<file path="config.mk">
export PLATFORM = sky130hd
export DESIGN_NAME = serial_adder_ctrl
export DESIGN_NICKNAME = d
export VERILOG_FILES = /design/src/rtl/serial_adder_ctrl.sv
export SDC_FILE = /design/constraint.sdc
export NUM_CORES = 1
export LEC_CHECK = 0
export BUFFER_PORTS_ARGS = -buffer_cell sky130_fd_sc_hd__buf_2
export CORE_MARGIN = 5
export CORE_UTILIZATION = 59
export CTS_CLUSTER_DIAMETER = 100
export DETAILED_ROUTE_END_ITERATION = 8
export MAX_ROUTING_LAYER = met4
export PLACE_DENSITY = 0.83
export SLEW_MARGIN = 15
export SYNTH_ARGS = -nofsm -noshare
export SYNTH_HDL_FRONTEND = slang
export SYNTH_SLANG_ARGS = --single-unit
</file>
<file path="constraint.sdc">
create_clock -name clk -period 2.4 [get_ports clk]
set_input_delay 0.12 -clock clk [delete_from_list [all_inputs] [get_ports clk]]
set_output_delay 0.12 -clock clk [all_outputs]
set_load 0.005 [all_outputs]
</file>
<file path="src/rtl/serial_adder_ctrl.sv">
// Bit-serial adder: one full-adder slice reused over WIDTH cycles, LSB first,
// with a start/busy/done handshake. Define SERIAL_ADDER_SUB_EN to add a sub port (a - b).
module serial_adder_ctrl #(
  parameter int WIDTH = 8
) (
  input  logic             clk,
  input  logic             rst,
  input  logic             start,
  input  logic [WIDTH-1:0] a,
  input  logic [WIDTH-1:0] b,
  input  logic             cin,
`ifdef SERIAL_ADDER_SUB_EN
  input  logic             sub,
`endif
  output logic             busy,
  output logic             done,
  output logic [WIDTH-1:0] sum,
  output logic             cout
);

  localparam int CW = $clog2(WIDTH);
  localparam logic [CW-1:0] LAST = CW'(WIDTH - 1);

  typedef enum logic [1:0] {
    IDLE = 2'd0,
    RUN  = 2'd1,
    DONE = 2'd2
  } state_t;

  state_t           state_reg;
  logic [WIDTH-1:0] a_reg;
  logic [WIDTH-1:0] b_reg;
  logic [WIDTH-1:0] acc_reg;
  logic             carry_reg;
  logic [CW-1:0]    cnt_reg;

  logic             bit_sum;
  logic             bit_carry;
  logic [WIDTH-1:0] acc_next;
  logic [WIDTH-1:0] load_b;
  logic             load_c;

  // The single full-adder slice shared by every bit position.
  always_comb begin
    bit_sum   = a_reg[0] ^ b_reg[0] ^ carry_reg;
    bit_carry = (a_reg[0] & b_reg[0]) | (a_reg[0] & carry_reg) | (b_reg[0] & carry_reg);
    acc_next  = {bit_sum, acc_reg[WIDTH-1:1]};
  end

  // Subtraction reuses the adder as a + ~b + 1; cin is ignored in that mode.
  always_comb begin
    load_b = b;
    load_c = cin;
`ifdef SERIAL_ADDER_SUB_EN
    if (sub) begin
      load_b = ~b;
      load_c = 1'b1;
    end
`endif
  end

  always_ff @(posedge clk or posedge rst) begin
    if (rst) begin
      state_reg <= IDLE;
      a_reg     <= '0;
      b_reg     <= '0;
      acc_reg   <= '0;
      carry_reg <= 1'b0;
      cnt_reg   <= '0;
      busy      <= 1'b0;
      done      <= 1'b0;
      sum       <= '0;
      cout      <= 1'b0;
    end else begin
      case (state_reg)
        RUN: begin
          acc_reg   <= acc_next;
          a_reg     <= a_reg >> 1;
          b_reg     <= b_reg >> 1;
          carry_reg <= bit_carry;
          cnt_reg   <= cnt_reg + 1'b1;
          if (cnt_reg == LAST) begin
            sum       <= acc_next;
            cout      <= bit_carry;
            busy      <= 1'b0;
            done      <= 1'b1;
            state_reg <= DONE;
          end
        end
        default: begin
          // IDLE and DONE both accept; DONE otherwise falls back to IDLE.
          done <= 1'b0;
          if (start) begin
            a_reg     <= a;
            b_reg     <= load_b;
            carry_reg <= load_c;
            cnt_reg   <= '0;
            busy      <= 1'b1;
            state_reg <= RUN;
          end else begin
            state_reg <= IDLE;
          end
        end
      endcase
    end
  end

endmodule

</file>
Word-level counts from Yosys, hierarchy flattened
Cells that the tools add are included.
- register bits after elaboration: 41
- latch bits: 0
- bits in writable memories: 0
- ROM bits: 0
- input bits: 20
- output and inout bits: 11
- logic and storage cells: 40
- memories kept: 0
- add/sub/neg operators: 1
- $mul: 0
- divide/modulo/power cells: 0
- order comparisons: 0
- equal/unequal tests: 3
- shifts and indexed selects: 0
- mux-type cells: 16
- bitwise operators: 7
- reductions and logical operators: 3
- operator list (cell ; count):
    8-bit 2-to-1 mux ; 4
    1-bit 2-to-1 mux ; 8
    3-bit 2-to-1 mux ; 2
    2-bit 2-to-1 mux ; 2
    2-bit AND reduction ; 2
    3-bit by 1-bit adder with 3-bit output, second input constant ; 1
    1-bit AND ; 3
    3-bit equality test, second input constant ; 1
    2-bit by 1-bit equality test with 1-bit output, second input constant ; 1
    2-bit != test, second input constant ; 1
    1-bit bitwise OR ; 2
    2-bit nonzero test ; 1
    1-bit XOR ; 2

Logic depth before layout (Yosys ltp)
- word-level depth: 4
- mapped depth: 5
- gate-level depth less buffers: 4

Least setup slack after synthesis
OpenSTA, ideal clock, no wires.
- kind: reg-to-reg
- from: reg cnt_reg[0]
- to: reg cout
- setup time: 0.125 ns
- data arrival time: 1.375 ns
- required time: 2.275 ns
- path slack: 0.901 ns
- stages on the path, launching flop included: 6
- path buffers: 1
- clock period less this slack: 1.499 ns
- cell sequence: dfrtp_1 ha_1 ha_1 nand3b_1 buf_2 mux2_2
- word-level cells in the longest chain between the ends: 2
- ends and longest elaborated chain (item ; line ; source):
    from (decl) ; 35 ; logic [CW-1:0] cnt_reg;
    from (signal assigned) ; 81 ; cnt_reg <= cnt_reg + 1'b1;
    3-bit equality test ; 82 ; if (cnt_reg == LAST) begin
    2-bit AND reduction (no line) ; n/a ;
    to (signal assigned) ; 84 ; cout <= bit_carry;
    to (decl) ; 18 ; output logic cout
No other way between the ends.
A chain may end at the register's enable or synchronous reset.

Worst setup path in the final report
- from: reg cnt_reg[0]
- to: reg sum[3]
- word-level cells in the longest chain between the ends: 2
- ends and longest elaborated chain (item ; line ; source):
    3-bit equality test ; 82 ;
    2-bit AND reduction (no line) ; n/a ;
    to (signal assigned) ; 83 ; sum <= acc_next;
    to (decl) ; 17 ; output logic [WIDTH-1:0] sum,
No other way between the ends.

==> results_dict.tcl <==
set metrics [dict create \
    outcome "completed" \
    drv_cap 0 \
    die_y_um 65.7 \
    nets 171 \
    holdPathStages 3 \
    portBuffers 30 \
    drt_wl_total_um 3080 \
    fin_area_um2 2060 \
    route.vias.total 994 \
    r2r_start "cnt_reg[0]$_DFFE_PP0P_" \
    grt_start_max_net_pins 40 \
    powerDensity_nw_per_um2 1190 \
    postRouteAntennaNets 0 \
    slew_headroom_pct 61.3 \
    drive_gt1_share_pct 58.4 \
    r2r-end "sum[3]$_DFFE_PP0P_" \
    slew_viol_final 0 \
    hp-class "in -> reg" \
    finish.utilization_pct 68.2 \
    critPathKind "reg -> reg" \
    cts_root_buf "clkbuf_4" \
    setup_viol 0 \
    die-area_um2 4320 \
    syn2layout_area_growth_pct 12.7 \
    vdd.ir_drop.worst_v 0.000502 \
    start_util_pct 60.5 \
    grt_pass1_wl_um 5380 \
    antenna_found_initial 0 \
    grt_usage_pct 17.6 \
    post-place-ws_ps 698 \
    top_level_ports 31 \
    cp.arrival_ps 1980 \
    tns_ps 0 \
    wl_per_cell_um 16.0 \
    postCtsHoldBufs 1 \
    fin_skew_ps 7.63 \
    drc 0 \
    syn_nets 136 \
    syn_area_per_cell_um2 16.2 \
    cts_tree "yes" \
    fp-row-count 20 \
    detailed_place_hpwl_um 2100 \
    most-common-layout-cells "39 x dfrtp_1, 30 x buf_2, 29 x mux2_4" \
    setup_ws_ps 654 \
    globalplace.congestion 0.705 \
    reg2reg_depth 4 \
    start_kind "flip-flop" \
    drt_pass1_iterations 4 \
    antenna_cells 0 \
    grt_pass1_vias 1093 \
    synth_cell_types 15 \
    die_w_um 65.7 \
    rsz0062_at_grt "no" \
    holdPathEnd "a_reg[7]$_DFFE_PP0P_" \
    cts_sinks 39 \
    hold_viol 0 \
    min_period_ps 1750 \
    cts_resized 0 \
    leakagePower_nw 1.05 \
    final_common_cell "dfrtp_1" \
    fmax_mhz 573 \
    syn_inst 113 \
    post_cts.repair.setup_buffers 0 \
    drtIter0Drc 61 \
    viasPerCell 5.15 \
    grt-ovfl-total 0 \
    clk_pin_slew_ps 110 \
    end_kind "flip-flop" \
    ys_warn_count 0 \
    ys_seq_area_share_pct 53.3 \
    cts_made_buffers 5 \
    htree_levels 2 \
    dpl_cell_area_um2 2000 \
    worstHoldStart "a[7]" \
    reg2reg_slack_ps 650 \
    core_um2 3030 \
    tightest_slew_ps 580 \
    cts_buffer_depth 2 \
    ys_seq_elements 39 \
    crit_path_max_fanout 11 \
    min_period_over_period_pct 72.7 \
    syn_area_um2 1830 \
    clock_latency_ps 340 \
    cp.required_ps 2630 \
]
## layer usage
metal / global-route usage [%] / routed length, um / part of all wire (%) / vias to the layer above
met5: - / 0 / 0 / -
met4: 7.77 / 61 / 2.0 / 0
met3: 6.32 / 162 / 5.3 / 6
met2: 27.2 / 1590 / 52 / 21
met1: 20.8 / 1270 / 41 / 507
li1: - / - / - / 460
## critical path: stages, from the launching register on
cell and delay (ps):
dfrtp_1 420, ha_1 220, ha_1 190, nand3b_1 410, mux2_2 400
## cell families (layout without fill, tap and decap cells)
family / count (synthesis) / after routing / share of synthesized area [%]
buffers and inverters: 8 / 44 / 3.42
and+or+nand+nor: 10 / 10 / 3.07
muxes: 51 / 51 / 37.1
adders and majority gates: 3 / 3 / 2.46
AOI/OAI and AO/OA: 2 / 2 / 0.683
DFF: 39 / 39 / 53.3
## area by class of cell
cell class                      instances  area [um2]
Multi-Input combinational cell         66         793
Timing Repair Buffer                   34         183
Sequential cell                        39         976
Clock buffer                            7        45.0
Fill cell                             228         963
Tap cell                               44        55.1
Clock inverter                          1        5.00
Inverter                                2        7.51
## how the worst max path moves through the flow
stage	start	depth (start not counted)	endpoint
floorplan	cnt_reg[0]$_DFFE_PP0P_	5	cout$_DFFE_PP0P_
global placement	cnt_reg[0]$_DFFE_PP0P_	4	sum[4]$_DFFE_PP0P_
detailed placement	cnt_reg[0]$_DFFE_PP0P_	4	sum[3]$_DFFE_PP0P_
CTS	cnt_reg[0]$_DFFE_PP0P_	4	sum[3]$_DFFE_PP0P_
global route	cnt_reg[0]$_DFFE_PP0P_	4	sum[4]$_DFFE_PP0P_
finish	cnt_reg[0]$_DFFE_PP0P_	4	sum[3]$_DFFE_PP0P_
## through the flow
| stage | instances | hold slack, ps | total power [mW] |
|---|---|---|---|
| final | 193 | 29.4 | 2.45 |
| after floorplan | 113 | 276 | 1.90 |
| after detailed placement | 184 | 260 | 2.15 |
| after CTS | 193 | 21.4 | 2.48 |
| after global routing | 193 | 35.6 | 2.63 |
| after global placement | 184 | 243 | 2.08 |
## power by group
part	total, mW	internal (mW)	switching (mW)
Combinational	1.01	0.654	0.353
Sequential	1.12	0.945	0.172
Clock	0.324	0.114	0.209
Total	2.45	1.71	0.734
## cells in the mapped netlist
master	n	area share, %
nand2b_1	3	1.0
buf_2	2	0.55
a21oi_1	1	0.27
nor2b_1	3	1.0
o21a_1	1	0.41
dfrtp_1	39	53
buf_6	4	2.5
nand3b_1	1	0.41
mux2i_1	3	1.6
inv_1	2	0.41
mux2_2	19	12
mux2_4	29	24
nor2_1	3	0.61
ha_1	2	1.4
fa_1	1	1.1
(Power assumes the default switching activity.)
